**src/rtl/apb_timer_arbiter_if.sv**
```systemverilog
// rtl/apb_timer_arbiter_if.sv - APB3 bus between the requester arbiter and the timer slave
interface apb_timer_arbiter_if #(
   parameter int APB_ADDR_WIDTH = 12
);
   logic [APB_ADDR_WIDTH-1:0] PADDR;
   logic [31:0]               PWDATA;
   logic                      PWRITE;
   logic                      PSEL;
   logic                      PENABLE;
   logic [31:0]               PRDATA;
   logic                      PREADY;
   logic                      PSLVERR;

   modport master (
      output PADDR, PWDATA, PWRITE, PSEL, PENABLE,
      input  PRDATA, PREADY, PSLVERR
   );

   modport slave (
      input  PADDR, PWDATA, PWRITE, PSEL, PENABLE,
      output PRDATA, PREADY, PSLVERR
   );
endinterface

```
**src/rtl/apb_timer_arbiter.sv**
```systemverilog
// rtl/apb_timer_arbiter.sv - round-robin APB3 master sharing the timer slave; optional PREADY watchdog via APB_ARB_TIMEOUT_EN
module apb_timer_arbiter #(
   parameter int NUM_REQ        = 3,
   parameter int APB_ADDR_WIDTH = 12,
   parameter int TIMEOUT_CYCLES = 255
) (
   input  logic                              HCLK,
   input  logic                              HRESET,
   input  logic [NUM_REQ-1:0]                req_i,
   input  logic [NUM_REQ*APB_ADDR_WIDTH-1:0] req_addr_i,
   input  logic [NUM_REQ*32-1:0]             req_wdata_i,
   input  logic [NUM_REQ-1:0]                req_write_i,
   output logic [NUM_REQ-1:0]                ack_o,
   output logic [31:0]                       rdata_o,
   output logic                              err_o,
   output logic                              busy_o,
   apb_timer_arbiter_if.master               apb
);

   localparam int IDX_W = $clog2(NUM_REQ);

   typedef enum logic [1:0] {
      IDLE   = 2'd0,
      SETUP  = 2'd1,
      ACCESS = 2'd2,
      RESP   = 2'd3
   } state_t;

   state_t                    state_q, state_d;
   logic [IDX_W-1:0]          ptr_q;
   logic [IDX_W-1:0]          winner_q;
   logic [APB_ADDR_WIDTH-1:0] paddr_q;
   logic [31:0]               pwdata_q;
   logic                      pwrite_q;
   logic [31:0]               rdata_q;
   logic                      err_q;
   logic                      psel;
   logic                      penable;
   logic                      pick_valid;
   logic [IDX_W-1:0]          pick_idx;
   logic                      timeout_hit;
   int                        scan_idx;

   assign apb.PADDR   = paddr_q;
   assign apb.PWDATA  = pwdata_q;
   assign apb.PWRITE  = pwrite_q;
   assign apb.PSEL    = psel;
   assign apb.PENABLE = penable;
   assign rdata_o     = rdata_q;
   assign err_o       = err_q;

`ifdef APB_ARB_TIMEOUT_EN
   localparam int CNT_W = $clog2(TIMEOUT_CYCLES + 1);
   logic [CNT_W-1:0] wait_cnt_q;

   // The count this cycle would reach the limit: abandon instead of waiting further
   assign timeout_hit = !apb.PREADY && (wait_cnt_q >= CNT_W'(TIMEOUT_CYCLES - 1));

   // Wait-state counter: cleared while in SETUP so it starts at zero on ACCESS entry, saturating
   always_ff @(posedge HCLK) begin
      if (HRESET) begin
         wait_cnt_q <= '0;
      end else if (state_q == SETUP) begin
         wait_cnt_q <= '0;
      end else if (state_q == ACCESS && !apb.PREADY && wait_cnt_q != CNT_W'(TIMEOUT_CYCLES)) begin
         wait_cnt_q <= wait_cnt_q + 1'b1;
      end
   end
`else
   assign timeout_hit = 1'b0;
`endif

   // Round-robin pick: first set request at or above the pointer, wrapping
   always_comb begin
      pick_valid = 1'b0;
      pick_idx   = '0;
      scan_idx   = 0;
      for (int i = 0; i < NUM_REQ; i++) begin
         scan_idx = (int'(ptr_q) + i) % NUM_REQ;
         if (!pick_valid && req_i[scan_idx]) begin
            pick_valid = 1'b1;
            pick_idx   = IDX_W'(scan_idx);
         end
      end
   end

   // State register
   always_ff @(posedge HCLK) begin
      if (HRESET) begin
         state_q <= IDLE;
      end else begin
         state_q <= state_d;
      end
   end

   // Next state and bus/handshake outputs decoded from the current state
   always_comb begin
      state_d = state_q;
      psel    = 1'b0;
      penable = 1'b0;
      ack_o   = '0;
      busy_o  = 1'b1;
      case (state_q)
         IDLE: begin
            busy_o = 1'b0;
            if (pick_valid) state_d = SETUP;
         end
         SETUP: begin
            psel    = 1'b1;
            state_d = ACCESS;
         end
         ACCESS: begin
            psel    = 1'b1;
            penable = 1'b1;
            if (apb.PREADY || timeout_hit) state_d = RESP;
         end
         RESP: begin
            ack_o   = NUM_REQ'(1) << winner_q;
            state_d = IDLE;
         end
         default: state_d = IDLE;
      endcase
   end

   // Datapath: latch the winner's payload, capture the response, advance the pointer
   always_ff @(posedge HCLK) begin
      if (HRESET) begin
         ptr_q    <= '0;
         winner_q <= '0;
         paddr_q  <= '0;
         pwdata_q <= '0;
         pwrite_q <= 1'b0;
         rdata_q  <= '0;
         err_q    <= 1'b0;
      end else begin
         case (state_q)
            IDLE: begin
               if (pick_valid) begin
                  winner_q <= pick_idx;
                  paddr_q  <= req_addr_i[int'(pick_idx)*APB_ADDR_WIDTH +: APB_ADDR_WIDTH];
                  pwdata_q <= req_wdata_i[int'(pick_idx)*32 +: 32];
                  pwrite_q <= req_write_i[pick_idx];
               end
            end
            ACCESS: begin
               if (apb.PREADY) begin
                  rdata_q <= pwrite_q ? 32'd0 : apb.PRDATA;
                  err_q   <= apb.PSLVERR;
               end else if (timeout_hit) begin
                  rdata_q <= 32'hDEAD_BEEF;
                  err_q   <= 1'b1;
               end
            end
            RESP: begin
               ptr_q <= (winner_q == IDX_W'(NUM_REQ - 1)) ? '0 : winner_q + 1'b1;
            end
            default: ;
         endcase
      end
   end

endmodule

```
**src/flat_wrapper.sv**
```systemverilog
// flat-port wrapper written by rule: the top's interface ports become plain ports
module apb_timer_arbiter_flat 
#(
   parameter int NUM_REQ        = 3,
   parameter int APB_ADDR_WIDTH = 12,
   parameter int TIMEOUT_CYCLES = 255
)
  (HCLK, HRESET, req_i, req_addr_i, req_wdata_i, req_write_i, ack_o, rdata_o, err_o, busy_o, apb_PADDR, apb_PWDATA, apb_PWRITE, apb_PSEL, apb_PENABLE, apb_PRDATA, apb_PREADY, apb_PSLVERR);
  apb_timer_arbiter_if #(.APB_ADDR_WIDTH(APB_ADDR_WIDTH)) apb_i ();
  input  logic HCLK;
  input  logic HRESET;
  input  logic [NUM_REQ-1:0] req_i;
  input  logic [NUM_REQ*APB_ADDR_WIDTH-1:0] req_addr_i;
  input  logic [NUM_REQ*32-1:0] req_wdata_i;
  input  logic [NUM_REQ-1:0] req_write_i;
  output logic [NUM_REQ-1:0] ack_o;
  output logic [31:0] rdata_o;
  output logic err_o;
  output logic busy_o;
  output wire logic [$bits(apb_i.PADDR)-1:0] apb_PADDR;
  output wire logic [$bits(apb_i.PWDATA)-1:0] apb_PWDATA;
  output wire logic [$bits(apb_i.PWRITE)-1:0] apb_PWRITE;
  output wire logic [$bits(apb_i.PSEL)-1:0] apb_PSEL;
  output wire logic [$bits(apb_i.PENABLE)-1:0] apb_PENABLE;
  input wire logic [$bits(apb_i.PRDATA)-1:0] apb_PRDATA;
  input wire logic [$bits(apb_i.PREADY)-1:0] apb_PREADY;
  input wire logic [$bits(apb_i.PSLVERR)-1:0] apb_PSLVERR;
  assign apb_PADDR = apb_i.PADDR;
  assign apb_PWDATA = apb_i.PWDATA;
  assign apb_PWRITE = apb_i.PWRITE;
  assign apb_PSEL = apb_i.PSEL;
  assign apb_PENABLE = apb_i.PENABLE;
  assign apb_i.PRDATA = apb_PRDATA;
  assign apb_i.PREADY = apb_PREADY;
  assign apb_i.PSLVERR = apb_PSLVERR;
  apb_timer_arbiter #(.NUM_REQ(NUM_REQ), .APB_ADDR_WIDTH(APB_ADDR_WIDTH), .TIMEOUT_CYCLES(TIMEOUT_CYCLES)) u_core (.HCLK(HCLK), .HRESET(HRESET), .req_i(req_i), .req_addr_i(req_addr_i), .req_wdata_i(req_wdata_i), .req_write_i(req_write_i), .ack_o(ack_o), .rdata_o(rdata_o), .err_o(err_o), .busy_o(busy_o), .apb(apb_i));
endmodule
```
**config.mk**
```make
export PLATFORM = sky130hd
export DESIGN_NAME = apb_timer_arbiter_flat
export DESIGN_NICKNAME = d
export VERILOG_FILES = /design/src/rtl/apb_timer_arbiter_if.sv /design/src/rtl/apb_timer_arbiter.sv /design/src/flat_wrapper.sv
export SDC_FILE = /design/constraint.sdc
export NUM_CORES = 1
export LEC_CHECK = 0
export BUFFER_PORTS_ARGS = -buffer_cell sky130_fd_sc_hd__buf_2
export CAP_MARGIN = 20
export CORE_MARGIN = 3
export CORE_UTILIZATION = 48
export CTS_CLUSTER_SIZE = 10
export DETAILED_ROUTE_END_ITERATION = 6
export PLACE_DENSITY_LB_ADDON = 0.3
export SYNTH_ARGS = -nofsm -noshare
export SYNTH_HDL_FRONTEND = slang
export SYNTH_SLANG_ARGS = --single-unit
```
**constraint.sdc**
```tcl
create_clock -name HCLK -period 4.1 [get_ports HCLK]
set_clock_uncertainty 0.2 [all_clocks]
set_input_delay 0 -clock HCLK [delete_from_list [all_inputs] [get_ports HCLK]]
set_output_delay 0 -clock HCLK [all_outputs]
set_load 0.05 [all_outputs]
```
==> results.ini <==
[timing]
setup_tns_ps=0
max_freq_mhz=257.3
fin_hold_ws_ps=16.98
finalHoldViolations=0
min_period_ps=3886
drv_slew=0
grt_setup_unrepaired=no
min_period_over_period_pct=94.79
worst_pin_slew_ps=740.3
setup_viol=0
slew_headroom_pct=50.65

[routing]
dr.first_iter.drc_count=172
drc_errors=0
ant_nets=0
wirelength_um=17710
vias_per_cell=5.450
vias=5259
wl_per_cell_um=18.35
firstDrtPassIters=5

[floorplanning]
ios=258
die-height_um=101.5
die_area_sq_um=10310
rows=34
die_w_um=101.5
coreArea_sq_um=8806
start_util_pct=49.74

[yosys]
ys_types=38
synth_edf_count=0
synthFlopType=dfxtp_1
syn-num-nets=653
synth-seq-cells=84
yosysWarningCount=0
mappedNetlistArea_sq_um=4380
syn_area_per_cell_sq_um=9.300
async_flop_share_pct=0
netlist_instances=471
yosysSeqAreaShare_pct=38.39

[power_and_ir_drop]
peakVddDrop_mv=0.3574
total_leakage_power_uw=0.003453
power.switching_uw=2086
power.density_nw_per_um2=602.7
p_total_uw=4435
swShare_pct=47.04
p_int_uw=2349
power_frac_comb_pct=56.8
pwr-share-clk_pct=16.5
seqPwrFrac_pct=26.8

[placement]
io_buffer_count=257
hpwl_um=9944
routabilityCongestion=0.9123
dp.cells=806

[grt]
use_met2_pct=60.26
use_met3_pct=10.74
overflow=0
grt_use_met1_pct=33.12
gr-usage-all-layers_pct=33.88
first_global_vias=5681
grt_busiest_layer=met2
grt_pass1_wl_um=27540
grt_max_degree=66
antenna_found_initial=4

[finish]
drive_gt1_share_pct=38.88
num-fill-cells=485
most-common-layout-cells=257 x buf_2, 139 x dlygate4sd3_1, 84 x dfxtp_1
nNetsFinal=1031
mostFrequentLayoutCell=buf_2
layout-area-overhead-vs-synth_pct=68.01
multi_input_area_sq_um=2312
stdcell_count=965
regArea_sq_um=1682

[clock_network]
clock_sinks=84
root_buffer=clkbuf_8
cts_max_level=3
cts_made_buffers=9
clock_latency_ps=340
cts_tree=yes
cts_max_path_buffers=2
cts.clk_slew.worst_paths_ps=100

[setup_path]
cp_data_required_time_ps=4180
critical_path_class=reg -> reg
crit_buf_inv=3
crit_chain=inv_1 > ha_1 > mux2_4 > mux2_4 > a211oi_4 > or2b_1 > nand2b_2 > buf_4 > o221ai_2 > dlygate4sd3_1
cp.arrival_ps=3970
crit_slowest_cell=dlygate4sd3_1
path_common_cell=mux2_4
crit_path_start_kind=register
cp_top_family=buffers and inverters
endpoint_kind=register
cp_slowest_stage_delay_ps=600
crit_fanout=23

[status]
status=finished clean

[worst_hold_path]
hold_class=in -> reg

[job]
maxCapViolCount=0

-- kinds of logic after synthesis --
| kind of cell | after synthesis | share of synthesized area [%] |
|---|---|---|
| compound gates | 91 | 21.02 |
| fa+ha+maj | 8 | 2.285 |
| buf+inv | 89 | 9.254 |
| flops | 84 | 38.39 |
| mux | 52 | 12.14 |
| simple gates | 147 | 16.91 |
-- state kept, by name, indices dropped and copies added, names as in the netlist --
register and flops:
u_core.apb.PWDATA 32, u_core.state_q 2, u_core.apb.PWRITE 1, u_core.apb.PADDR 12
u_core.rdata_o 32, u_core.winner_q 2, u_core.err_o 1, u_core.ptr_q 2
-- Yosys cell counts (3+ instances only) --
master	count	share of area (%)
a21oi_1	35	4.0
buf_2	6	0.69
buf_4	5	0.86
buf_6	6	1.5
clkbuf_1	18	1.5
dfxtp_1	84	38
ha_1	8	2.3
inv_1	53	4.5
mux2i_1	49	11
nand2_1	54	4.6
nand2b_1	4	0.57
nor2_1	40	3.4
nor2b_1	3	0.43
nor3b_1	33	5.7
o221ai_1	5	1.0
o221ai_2	40	14
-- power by group through the flow --
stage               Sequential [uW]  Clock [uW]  Combinational [uW]
finish                         1190         730                2520
floorplan                      1870           0                 970
detailed placement             1180           0                2120
global placement               1200           0                2020
global route                   1210         771                2660
CTS                            1160         739                2430
-- path summary, 6_finish.rpt --
check	from	cells after the start	slack, ps	end
max reg2reg	u_core.ptr_q[1]$_SDFFE_PP0P_	10	210	u_core.apb.PWDATA[30]$_SDFFE_PP0P_
max	u_core.ptr_q[1]$_SDFFE_PP0P_	10	210	u_core.apb.PWDATA[30]$_SDFFE_PP0P_
min	HRESET	2	20	u_core.ptr_q[0]$_SDFFE_PP0P_
min reg2reg	u_core.err_o$_SDFFE_PP0P_	2	280	u_core.err_o$_SDFFE_PP0P_
-- through the flow --
| stage | area (sq um) | worst slack [ps] | utilization (%) |
|---|---|---|---|
| 2_1_floorplan | 4380 | 1519 | - |
| 3_3_place_gp | 5657 | 929.0 | 64.24 |
| 3_5_place_dp | 5684 | 835.6 | 64.55 |
| 4_1_cts | 7325 | 281.1 | 83.18 |
| 5_1_grt | 7360 | 10.33 | 83.57 |
| 6_report | 7360 | 213.7 | 83.57 |
-- metal layers --
| layer | up-vias | share of wire, % |
|---|---|---|
| met4 | 2 | 6.2 |
| met3 | 98 | 7.3 |
| met1 | 2464 | 35 |
| met5 | - | 0.079 |
| met2 | 298 | 52 |
| li1 | 2397 | - |
-- timing repair --
action                     4_1_cts  5_1_grt
resized for setup                0        1
hold endpoints to repair        80        0
hold buffers                   139        0
setup endpoints to repair        0        1
setup buffers                    0        0
-- layout make-up --
type	count	area share, %
Sequential cell	84	22.85
Inverter	53	2.703
Timing Repair Buffer	403	37.71
Clock inverter	6	1.513
Antenna cell	3	0.1020
Clock buffer	10	1.870
Multi-Input combinational cell	298	31.42
Tap cell	108	1.836
No activity file was read; power rests on OpenSTA's default activity.
